===== config.mk =====
export PLATFORM = sky130hd
export DESIGN_NAME = ssc_serial_peer
export DESIGN_NICKNAME = d
export VERILOG_FILES = /design/src/rtl/ssc_pkg.sv /design/src/rtl/ssc_peer_fifo.sv /design/src/rtl/ssc_serial_peer.sv
export SDC_FILE = /design/constraint.sdc
export NUM_CORES = 1
export LEC_CHECK = 0
export BUFFER_PORTS_ARGS = -buffer_cell sky130_fd_sc_hd__buf_2
export CORE_MARGIN = 5
export CORE_UTILIZATION = 45
export CTS_CLUSTER_SIZE = 20
export DETAILED_ROUTE_END_ITERATION = 10
export SYNTH_ARGS = -nofsm -noshare
export SYNTH_HDL_FRONTEND = slang
export SYNTH_SLANG_ARGS = --single-unit
export TNS_END_PERCENT = 100

===== constraint.sdc =====
create_clock -name clk_logic_i -period 2.7 [get_ports clk_logic_i]
set_input_delay 0.54 -clock clk_logic_i [delete_from_list [all_inputs] [get_ports clk_logic_i]]
set_output_delay 0.54 -clock clk_logic_i [all_outputs]
set_load 0.02 [all_outputs]

===== src/rtl/ssc_pkg.sv =====
// Shared types and constants for the Super Serial Card serial peer.
// Contents: uart_state_t (used by both RX and TX FSMs), oversample and
// data-bit counts, derived counter widths, and the baud divider helper.
package ssc_pkg;

  typedef enum logic [1:0] {
    IDLE  = 2'd0,
    START = 2'd1,
    DATA  = 2'd2,
    STOP  = 2'd3
  } uart_state_t;

  localparam int unsigned UART_OVERSAMPLE = 16;
  localparam int unsigned UART_DATA_BITS  = 8;
  localparam int unsigned UART_TICK_W     = $clog2(UART_OVERSAMPLE);
  localparam int unsigned UART_BIT_W      = $clog2(UART_DATA_BITS);

  // Clocks per oversample tick, integer-truncated.
  function automatic int unsigned uart_div(input int unsigned clk_hz,
                                           input int unsigned baud);
    return clk_hz / (baud * UART_OVERSAMPLE);
  endfunction

endpackage


===== src/rtl/ssc_peer_fifo.sv =====
// Synchronous first-word-fall-through byte FIFO for the serial peer RX path.
// Ports:
//   clk_i, rst_i   clock, asynchronous active-high reset
//   push_i/data_i  write request and byte
//   pop_i          remove head (ignored when empty)
//   data_o         head of queue (registered, 0 after reset)
//   valid_o        queue non-empty (registered)
//   drop_c_o       push refused because the queue stayed full (combinational)
module ssc_peer_fifo #(
  parameter int unsigned DEPTH = 16
) (
  input  logic       clk_i,
  input  logic       rst_i,
  input  logic       push_i,
  input  logic [7:0] data_i,
  input  logic       pop_i,
  output logic [7:0] data_o,
  output logic       valid_o,
  output logic       drop_c_o
);

  localparam int unsigned IDX_W = $clog2(DEPTH);
  localparam int unsigned PTR_W = IDX_W + 1;

  if (DEPTH < 2 || (DEPTH & (DEPTH - 1)) != 0) begin : g_depth_check
    $error("ssc_peer_fifo: DEPTH must be a power of 2 and at least 2");
  end

  logic [PTR_W-1:0] wr_ptr_q, wr_ptr_d;
  logic [PTR_W-1:0] rd_ptr_q, rd_ptr_d;
  logic [7:0]       mem_q [DEPTH];
  logic [7:0]       data_q, data_d;
  logic             valid_q, valid_d;
  logic             empty_c, full_c, pop_ok_c, push_ok_c;

  // Pointer update; a pop frees a slot for a simultaneous push when full.
  always_comb begin
    empty_c   = (wr_ptr_q == rd_ptr_q);
    full_c    = (wr_ptr_q[IDX_W-1:0] == rd_ptr_q[IDX_W-1:0]) &&
                (wr_ptr_q[IDX_W] != rd_ptr_q[IDX_W]);
    pop_ok_c  = pop_i && !empty_c;
    push_ok_c = push_i && (!full_c || pop_ok_c);
    drop_c_o  = push_i && !push_ok_c;
    wr_ptr_d  = wr_ptr_q + PTR_W'(push_ok_c);
    rd_ptr_d  = rd_ptr_q + PTR_W'(pop_ok_c);
    valid_d   = (wr_ptr_d != rd_ptr_d);
    // Head bypass: the byte being written becomes the new head.
    if (push_ok_c && (wr_ptr_q[IDX_W-1:0] == rd_ptr_d[IDX_W-1:0])) begin
      data_d = data_i;
    end else begin
      data_d = mem_q[rd_ptr_d[IDX_W-1:0]];
    end
  end

  always_ff @(posedge clk_i or posedge rst_i) begin
    if (rst_i) begin
      wr_ptr_q <= '0;
      rd_ptr_q <= '0;
      data_q   <= '0;
      valid_q  <= 1'b0;
    end else begin
      wr_ptr_q <= wr_ptr_d;
      rd_ptr_q <= rd_ptr_d;
      data_q   <= data_d;
      valid_q  <= valid_d;
    end
  end

  // Storage array carries no reset; contents are qualified by the pointers.
  always_ff @(posedge clk_i) begin
    if (push_ok_c) begin
      mem_q[wr_ptr_q[IDX_W-1:0]] <= data_i;
    end
  end

  assign data_o  = data_q;
  assign valid_o = valid_q;

endmodule


===== src/rtl/ssc_serial_peer.sv =====
// Far end of the Super Serial Card 8N1 link: receives the 6551 TX stream into
// a buffer and serializes host bytes back into the 6551 RX pin.
// Ports:
//   clk_logic_i, reset_i          clock, asynchronous active-high reset
//   serial_rx_i / serial_tx_o     line from / to the SSC (idle high)
//   tx_data_i/tx_valid_i/tx_ready_o   byte hand-over to the serializer
//   rx_data_o/rx_valid_o/rx_ready_i   FWFT receive buffer head and pop
//   rx_overrun_o, rx_frame_err_o  sticky error flags, cleared by clear_err_i
// Build option: SSC_PEER_RX_FIFO_EN selects the RX_FIFO_DEPTH-entry FIFO;
// otherwise a single holding register buffers received bytes.
module ssc_serial_peer
  import ssc_pkg::*;
#(
  parameter int unsigned CLOCK_SPEED_HZ = 54_000_000,
  parameter int unsigned BAUD_RATE      = 9600,
  parameter int unsigned RX_FIFO_DEPTH  = 16
) (
  input  logic       clk_logic_i,
  input  logic       reset_i,
  input  logic       serial_rx_i,
  output logic       serial_tx_o,
  input  logic [7:0] tx_data_i,
  input  logic       tx_valid_i,
  output logic       tx_ready_o,
  output logic [7:0] rx_data_o,
  output logic       rx_valid_o,
  input  logic       rx_ready_i,
  output logic       rx_overrun_o,
  output logic       rx_frame_err_o,
  input  logic       clear_err_i
);

  localparam int unsigned DIV   = uart_div(CLOCK_SPEED_HZ, BAUD_RATE);
  localparam int unsigned DIV_W = (DIV > 1) ? $clog2(DIV) : 1;
  localparam logic [DIV_W-1:0]       DIV_LAST  = DIV_W'(DIV - 1);
  localparam logic [UART_TICK_W-1:0] TICK_LAST = UART_TICK_W'(UART_OVERSAMPLE - 1);
  localparam logic [UART_TICK_W-1:0] TICK_MID  = UART_TICK_W'(UART_OVERSAMPLE / 2 - 1);
  localparam logic [UART_BIT_W-1:0]  BIT_LAST  = UART_BIT_W'(UART_DATA_BITS - 1);

  if (DIV == 0) begin : g_div_check
    $error("ssc_serial_peer: CLOCK_SPEED_HZ too low for BAUD_RATE");
  end

  // ---------------- RX ----------------
  logic                      rx_meta_q, rx_sync_q, rx_prev_q;
  uart_state_t               rx_state_q, rx_state_d;
  logic [DIV_W-1:0]          rx_div_q, rx_div_d;
  logic [UART_TICK_W-1:0]    rx_tick_q, rx_tick_d;
  logic [UART_BIT_W-1:0]     rx_bit_q, rx_bit_d;
  logic [UART_DATA_BITS-1:0] rx_shift_q, rx_shift_d;
  logic                      rx_brk_q, rx_brk_d;
  logic                      rx_os_c, rx_push_c, rx_ferr_c, rx_drop_c;

  // Two-flop synchronizer plus a history flop for falling-edge detection.
  always_ff @(posedge clk_logic_i or posedge reset_i) begin
    if (reset_i) begin
      rx_meta_q <= 1'b1;
      rx_sync_q <= 1'b1;
      rx_prev_q <= 1'b1;
    end else begin
      rx_meta_q <= serial_rx_i;
      rx_sync_q <= rx_meta_q;
      rx_prev_q <= rx_sync_q;
    end
  end

  always_ff @(posedge clk_logic_i or posedge reset_i) begin
    if (reset_i) begin
      rx_state_q <= IDLE;
      rx_div_q   <= '0;
      rx_tick_q  <= '0;
      rx_bit_q   <= '0;
      rx_shift_q <= '0;
      rx_brk_q   <= 1'b0;
    end else begin
      rx_state_q <= rx_state_d;
      rx_div_q   <= rx_div_d;
      rx_tick_q  <= rx_tick_d;
      rx_bit_q   <= rx_bit_d;
      rx_shift_q <= rx_shift_d;
      rx_brk_q   <= rx_brk_d;
    end
  end

  // RX next state; the oversample divider restarts on each start edge so the
  // mid-bit sample points are phase-locked to the incoming frame.
  always_comb begin
    rx_state_d = rx_state_q;
    rx_div_d   = rx_div_q;
    rx_tick_d  = rx_tick_q;
    rx_bit_d   = rx_bit_q;
    rx_shift_d = rx_shift_q;
    rx_brk_d   = rx_brk_q;
    rx_push_c  = 1'b0;
    rx_ferr_c  = 1'b0;
    rx_os_c    = (rx_div_q == DIV_LAST);

    if (rx_state_q != IDLE) begin
      rx_div_d = rx_os_c ? '0 : rx_div_q + DIV_W'(1);
      if (rx_os_c) begin
        rx_tick_d = rx_tick_q + UART_TICK_W'(1);
      end
    end

    unique case (rx_state_q)
      IDLE: begin
        if (rx_prev_q && !rx_sync_q) begin
          rx_state_d = START;
          rx_div_d   = '0;
          rx_tick_d  = '0;
        end
      end
      START: begin
        if (rx_os_c && rx_tick_q == TICK_MID) begin
          rx_tick_d  = '0;
          rx_bit_d   = '0;
          rx_state_d = rx_sync_q ? IDLE : DATA;
        end
      end
      DATA: begin
        if (rx_os_c && rx_tick_q == TICK_LAST) begin
          rx_shift_d = {rx_sync_q, rx_shift_q[UART_DATA_BITS-1:1]};
          rx_bit_d   = rx_bit_q + UART_BIT_W'(1);
          if (rx_bit_q == BIT_LAST) begin
            rx_state_d = STOP;
          end
        end
      end
      STOP: begin
        if (rx_brk_q) begin
          // Bad stop bit: hold off until the line is released.
          if (rx_sync_q) begin
            rx_brk_d   = 1'b0;
            rx_state_d = IDLE;
          end
        end else if (rx_os_c && rx_tick_q == TICK_LAST) begin
          if (rx_sync_q) begin
            rx_push_c  = 1'b1;
            rx_state_d = IDLE;
          end else begin
            rx_ferr_c = 1'b1;
            rx_brk_d  = 1'b1;
          end
        end
      end
      default: rx_state_d = IDLE;
    endcase
  end

  // ---------------- receive buffer ----------------
`ifdef SSC_PEER_RX_FIFO_EN
  ssc_peer_fifo #(
    .DEPTH (RX_FIFO_DEPTH)
  ) u_rx_fifo (
    .clk_i    (clk_logic_i),
    .rst_i    (reset_i),
    .push_i   (rx_push_c),
    .data_i   (rx_shift_q),
    .pop_i    (rx_ready_i),
    .data_o   (rx_data_o),
    .valid_o  (rx_valid_o),
    .drop_c_o (rx_drop_c)
  );
`else
  // Depth has no meaning for the single holding register.
  if (RX_FIFO_DEPTH == 0) begin : g_depth_ignored
  end

  logic [7:0] hold_data_q;
  logic       hold_valid_q;
  logic       hold_pop_c, hold_push_ok_c;

  always_comb begin
    hold_pop_c     = rx_ready_i && hold_valid_q;
    hold_push_ok_c = rx_push_c && (!hold_valid_q || hold_pop_c);
    rx_drop_c      = rx_push_c && !hold_push_ok_c;
  end

  always_ff @(posedge clk_logic_i or posedge reset_i) begin
    if (reset_i) begin
      hold_data_q  <= '0;
      hold_valid_q <= 1'b0;
    end else if (hold_push_ok_c) begin
      hold_data_q  <= rx_shift_q;
      hold_valid_q <= 1'b1;
    end else if (hold_pop_c) begin
      hold_valid_q <= 1'b0;
    end
  end

  assign rx_data_o  = hold_data_q;
  assign rx_valid_o = hold_valid_q;
`endif

  // Sticky flags; a new event in the clearing cycle keeps the flag set.
  logic ovr_q, ferr_q;

  always_ff @(posedge clk_logic_i or posedge reset_i) begin
    if (reset_i) begin
      ovr_q  <= 1'b0;
      ferr_q <= 1'b0;
    end else begin
      ovr_q  <= rx_drop_c | (ovr_q & ~clear_err_i);
      ferr_q <= rx_ferr_c | (ferr_q & ~clear_err_i);
    end
  end

  assign rx_overrun_o   = ovr_q;
  assign rx_frame_err_o = ferr_q;

  // ---------------- TX ----------------
  uart_state_t               tx_state_q, tx_state_d;
  logic [DIV_W-1:0]          tx_div_q, tx_div_d;
  logic [UART_TICK_W-1:0]    tx_tick_q, tx_tick_d;
  logic [UART_BIT_W-1:0]     tx_bit_q, tx_bit_d;
  logic [UART_DATA_BITS-1:0] tx_shift_q, tx_shift_d;
  logic                      tx_line_q, tx_line_d;
  logic                      tx_ready_q, tx_ready_d;
  logic                      tx_os_c;

  always_ff @(posedge clk_logic_i or posedge reset_i) begin
    if (reset_i) begin
      tx_state_q <= IDLE;
      tx_div_q   <= '0;
      tx_tick_q  <= '0;
      tx_bit_q   <= '0;
      tx_shift_q <= '0;
      tx_line_q  <= 1'b1;
      tx_ready_q <= 1'b1;
    end else begin
      tx_state_q <= tx_state_d;
      tx_div_q   <= tx_div_d;
      tx_tick_q  <= tx_tick_d;
      tx_bit_q   <= tx_bit_d;
      tx_shift_q <= tx_shift_d;
      tx_line_q  <= tx_line_d;
      tx_ready_q <= tx_ready_d;
    end
  end

  // TX next state; each line level is held for a full 16-tick bit period.
  always_comb begin
    tx_state_d = tx_state_q;
    tx_div_d   = tx_div_q;
    tx_tick_d  = tx_tick_q;
    tx_bit_d   = tx_bit_q;
    tx_shift_d = tx_shift_q;
    tx_line_d  = tx_line_q;
    tx_os_c    = (tx_div_q == DIV_LAST);

    if (tx_state_q != IDLE) begin
      tx_div_d = tx_os_c ? '0 : tx_div_q + DIV_W'(1);
      if (tx_os_c) begin
        tx_tick_d = tx_tick_q + UART_TICK_W'(1);
      end
    end

    unique case (tx_state_q)
      IDLE: begin
        tx_line_d = 1'b1;
        if (tx_valid_i) begin
          tx_state_d = START;
          tx_div_d   = '0;
          tx_tick_d  = '0;
          tx_shift_d = tx_data_i;
          tx_line_d  = 1'b0;
        end
      end
      START: begin
        if (tx_os_c && tx_tick_q == TICK_LAST) begin
          tx_state_d = DATA;
          tx_bit_d   = '0;
          tx_line_d  = tx_shift_q[0];
        end
      end
      DATA: begin
        if (tx_os_c && tx_tick_q == TICK_LAST) begin
          tx_shift_d = {1'b0, tx_shift_q[UART_DATA_BITS-1:1]};
          tx_bit_d   = tx_bit_q + UART_BIT_W'(1);
          if (tx_bit_q == BIT_LAST) begin
            tx_state_d = STOP;
            tx_line_d  = 1'b1;
          end else begin
            tx_line_d = tx_shift_q[1];
          end
        end
      end
      STOP: begin
        if (tx_os_c && tx_tick_q == TICK_LAST) begin
          tx_state_d = IDLE;
        end
      end
      default: tx_state_d = IDLE;
    endcase

    tx_ready_d = (tx_state_d == IDLE);
  end

  assign serial_tx_o = tx_line_q;
  assign tx_ready_o  = tx_ready_q;

endmodule


==> Word-level counts from Yosys, hierarchy flattened <==
Index checks and enable logic that the tools add are counted.
{ "op_classes": {"n_bitwise": 5, "eq_ne": 21, "muxes": 57, "addsub": 6, "n_reduce_logical": 27} }
{ "ops": {"columns": ["op", "count"], "rows": [
  ["$mux W9", 8],
  ["$mux W4", 8],
  ["$mux W2", 13],
  ["$add A9 B1 Y9 const B", 2],
  ["$eq A9 B9 Y1 const B", 2],
  ["$mux W8", 2],
  ["$pmux W2 S4", 2],
  ["$pmux W8 S2", 1],
  ["$mux W1", 15],
  ["$ne A2 B2 Y1 const B", 7],
  ["$mux W3", 4],
  ["$pmux W3 S2", 2],
  ["$reduce_and A3 Y1", 4],
  ["$reduce_bool A2 Y1", 6],
  ["$add A4 B1 Y4 const B", 2],
  ["$eq A2 B2 Y1 const B", 4],
  ["$eq A4 B4 Y1 const B", 2],
  ["$pmux W4 S2", 1],
  ["$logic_and A1 B1 Y1", 7],
  ["$add A3 B1 Y3 const B", 2],
  ["$eq A3 B3 Y1 const B", 2],
  ["$logic_not A2 Y1", 3],
  ["$reduce_and A5 Y1", 1],
  ["$eq A2 B1 Y1 const B", 2],
  ["other kinds (10)", 14]
]} }
{ "word_totals": {"inputBits": 14, "out_inout_bits": 13, "register_bits": 69, "wordCells": 136} }

==> Depth between registers and ports, before layout <==
{ "logic_depth": {"depth_word": 9, "mapped_depth": 7, "ltp_nobuf": 6} }

==> Worst setup path after synthesis <==
No wires, ideal clock.
{ "synth_timing": {"path_type": "register to register", "startpoint": "register rx_div_q[0]", "endpoint": "register rx_shift_q[0]", "stages_incl_launch_ff": 8, "setup_time_ns": 0.125, "synth_period_minus_slack_ns": 1.972, "arrival_ns": 1.847, "t_required_ns": 2.575, "n_path_buf": 1, "path_slack_ns": 0.728, "cell_sequence": "dfrtp_1 inv_1 ha_1 and4bb_1 buf_6 nand3_4 nor4_4 mux2_2"} }
{ "synth_via": {"elab_chain_cells": 3} }
{ "synth_lines": {"columns": ["item", "line", "rtl"], "rows": [
  ["from (decl)", "ssc_serial_peer.sv:47", "logic [DIV_W-1:0] rx_div_q, rx_div_d;"],
  ["from (signal assigned)", "ssc_serial_peer.sv:77", "rx_div_q <= rx_div_d;"],
  ["$eq A9 B9 Y1", "ssc_serial_peer.sv:96", "rx_os_c = (rx_div_q == DIV_LAST);"],
  ["$logic_and A1 B1 Y1", "ssc_serial_peer.sv:121", "if (rx_os_c && rx_tick_q == TICK_LAST) begin"],
  ["$reduce_and A2 Y1 (no source line)", null, null],
  ["to (signal assigned)", "ssc_serial_peer.sv:80", "rx_shift_q <= rx_shift_d;"],
  ["to (decl)", "ssc_serial_peer.sv:50", "logic [UART_DATA_BITS-1:0] rx_shift_q, rx_shift_d;"]
]} }
No other way between the ends.
A chain may end at the register's enable or synchronous reset.

==> Final worst setup path <==
{ "layout_timing": {"startpoint": "register rx_div_q[0]", "endpoint": "register rx_shift_q[7]"} }
The elaborated chain is that of the path after synthesis.

==> out/metrics.yaml <==
routing:
  vias: 2492
  ant_nets: 0
  routed_via_density: 5.43
  drc_errors: 0
  drt-total-wl_mm: 6.63
  wl_per_cell_um: 14.4
  drtIter0Drc: 76
  drtPass1Iterations: 4
cts:
  post_cts_buffers: 0
  hold_buffers: 0
  htreeDepth: 3
  numCtsBuffers: 9
  cts_resized: 0
  clock_path_buffers: 2
  clk_pin_slew_ns: 0.07
  cts.sinks: 69
  cts_tree: "done"
  cts_root_buffer: "clkbuf_8"
  clk-insertion-delay-late_ns: 0.33
die:
  core_sq_um: 7690
  initial_core_util_pct: 46.2
  die_x_um: 98.8
  fp.dieH_um: 98.8
  ioPinCount: 27
  die_area_sq_um: 9760
  rows: 32
cells_and_area:
  drive_gt1_share_pct: 25.5
  finalNetCount: 381
  register_area_sq_um: 1730
  fillers: 712
  syn2layout_area_growth_pct: 13.4
  diodes: 0
  multi_input_area_sq_um: 1700
  final_cells: 459
global_route:
  antenna_found_initial: 0
  grt_max_degree: 35
  gr-usage-all-layers_pct: 14.6
  grt_pass1_vias: 2543
  grt-ovfl-total: 0
  grt_pass1_wl_mm: 11.7
setup_path:
  rr_worst_depth: 6
  crit_type: "reg2reg"
  path_max_fanout: 9
  cp.arrival_ns: 2.47
  crit_chain: "inv_1 -> ha_1 -> and4bb_1 -> nand3_4 -> nor4_4 -> mux2_2"
  start_kind: "register"
  cp.required_ns: 2.91
  critical-path-top-delay-family: "simple AND/OR/NAND/NOR gates"
  timing.critical_path.buf_inv: 1
  slowest_delay_ns: 0.52
  endpoint_kind: "register"
  critical_path.slowest_cell: "nor4_4"
  path_depth: 6
synth:
  synthTopCellsByArea: "dfrtp_1 45%, mux2_2 9.8%, ha_1 5.3%, dfstp_2 3.7%, xor2_1 3.5%"
  avgSynthCellArea_sq_um: 11.0
  synth_cells: 322
  yosysTopAreaCellShare_pct: 45.1
  ys_types: 56
  synth_edf_count: 0
  ys_seq_area_share_pct: 48.8
  synth_ff_type: "dfrtp_1"
  yosysTopAreaCell: "dfrtp_1"
  synth_area_sq_um: 3550
  synth_warnings: 0
  synth_nets: 351
  async_flop_share_pct: 100
  synth-seq-cells: 69
min_path:
  min_path_type: "in2async"
flow_run:
  cap_violations: 0
timing:
  hold_viol: 0
  max_freq_mhz: 442
  slew_violations: 0
  setup_viol: 0
  fin_setup_tns_ns: 0
  max_slew_margin_pct: 53.3
  finalCriticalPeriod_ns: 2.26
  skew_ns: 0.0107
  rsz0062_at_grt: "no"
  worstMarginPinSlew_ns: 0.699
  timing.final.crit_share_pct: 83.7
placement:
  port-buffer-count: 26
  dpl.hpwl_mm: 4.74
  dp_cells: 443
  gp_congestion: 0.803
power_and_ir_drop:
  peakVddDrop_mv: 0.322
  power.density_nw_per_um2: 569
  leakage_nw: 1.94
outcome:
  status: "completed"
cells in the final DEF (no fill, tap or decap), drive strengths merged, types with 3 or more instances in the layout:
| master | count |
|---|---|
| clkbuf | 12 |
| inv | 15 |
| xor2 | 14 |
| nor2 | 24 |
| a21oi | 8 |
| buf | 31 |
| nand3 | 14 |
| dfrtp | 64 |
| nor2b | 3 |
| o21ai | 11 |
| ha | 15 |
| nor4 | 5 |
| o21a | 3 |
| nand2 | 24 |
| o2bb2ai | 3 |
| and3 | 5 |
| mux2i | 6 |
| a311oi | 3 |
| mux2 | 31 |
| nand4 | 14 |
| dfstp | 5 |
| nand2b | 5 |
cell families after synthesis:
group | synth area share [%]
simple gates | 17.8
buf+inv | 3.17
compound gates | 9.48
flops | 48.8
mux | 11.5
fa+ha+maj | 5.29
xor+xnor | 3.95
flip-flops by register name, indices dropped and copies added (netlist names), named ones only:
name,flops
tx_shift_q,8
rx_shift_q,8
rx_meta_q,1
tx_bit_q,3
tx_tick_q,4
rx_data_o,8
tx_ready_o,1
rx_overrun_o,1
rx_brk_q,1
tx_div_q,9
rx_state_q,1
rx_tick_q,4
rx_prev_q,1
rx_frame_err_o,1
rx_valid_o,1
rx_sync_q,1
serial_tx_o,1
rx_div_q,9
tx_state_q,2
rx_bit_q,3
where the power goes:
part	internal (W)	total [W]	switching, W
logic	0.0000760	0.000175	0.0000987
registers	0.00109	0.00116	0.0000682
clock network	0.000578	0.000959	0.000382
total	0.00174	0.00229	0.000548
final timing paths:
check | from | endpoint | slack [ns]
max | rx_div_q[0]$_DFF_PP0_ | rx_shift_q[7]$_DFFE_PP0P_ | 0.44
min | reset_i | tx_shift_q[5]$_DFFE_PP0P_ | 0.31
max reg2reg | rx_div_q[0]$_DFF_PP0_ | rx_shift_q[7]$_DFFE_PP0P_ | 0.44
min reg2reg | rx_meta_q$_DFF_PP1_ | rx_sync_q$_DFF_PP1_ | 0.37
max in group asynchronous | reset_i | rx_prev_q$_DFF_PP1_ | 1.73
min in group clk_logic_i | serial_rx_i | rx_meta_q$_DFF_PP1_ | 0.31
layer usage:
| layer | up-vias | part of all wire (%) | GRT usage [%] |
|---|---|---|---|
| met1 | 1218 | 46 | 18.7 |
| li1 | 1229 | - | - |
| met5 | - | 0 | 0 |
| met2 | 39 | 49 | 23.8 |
| met4 | 0 | 1.0 | 3.78 |
| met3 | 6 | 3.5 | 4.81 |
cell usage after synthesis, types with 5 or more instances:
cell type and number:
mux2_2 31, mux2i_1 6, dfrtp_1 64, o21ai_0 11, clkbuf_1 6, nand2_1 24
xor2_1 14, nor2_1 24, nand4_1 14, nand3_1 13, ha_1 15, dfstp_2 5
a21oi_1 7, inv_1 13, nand2b_1 5
worst reg2reg max path: cells and delay by family (launching register included):
family | cells | cell delay (ns)
mux | 1 | 0.40
fa+ha+maj | 1 | 0.14
flops | 1 | 0.46
simple gates | 3 | 1.07
buf+inv | 1 | 0.09
area by class of cell:
cell class              instances  area share, %
multi-input cells             228           42.3
repair buffers                 31           4.47
inverters                      13           1.21
flip-flops and latches         69           43.0
well taps                     102           3.17
clock inverters                 4           1.93
clock buffers                  12           3.85
stage by stage:
step                area (sq um)  power [W]  utilization, %  worst slack, ns  hold slack, ns
floorplan                   3550    0.00130               -            0.428           0.345
global placement            3790    0.00135            49.3            0.506           0.345
detailed placement          3790    0.00135            49.3            0.414           0.347
CTS                         4030    0.00233            52.4            0.427           0.289
global route                4030    0.00241            52.4            0.267           0.276
finish                      4030    0.00229            52.4            0.440           0.311
Note: power is estimated with default switching activity, not from simulation.
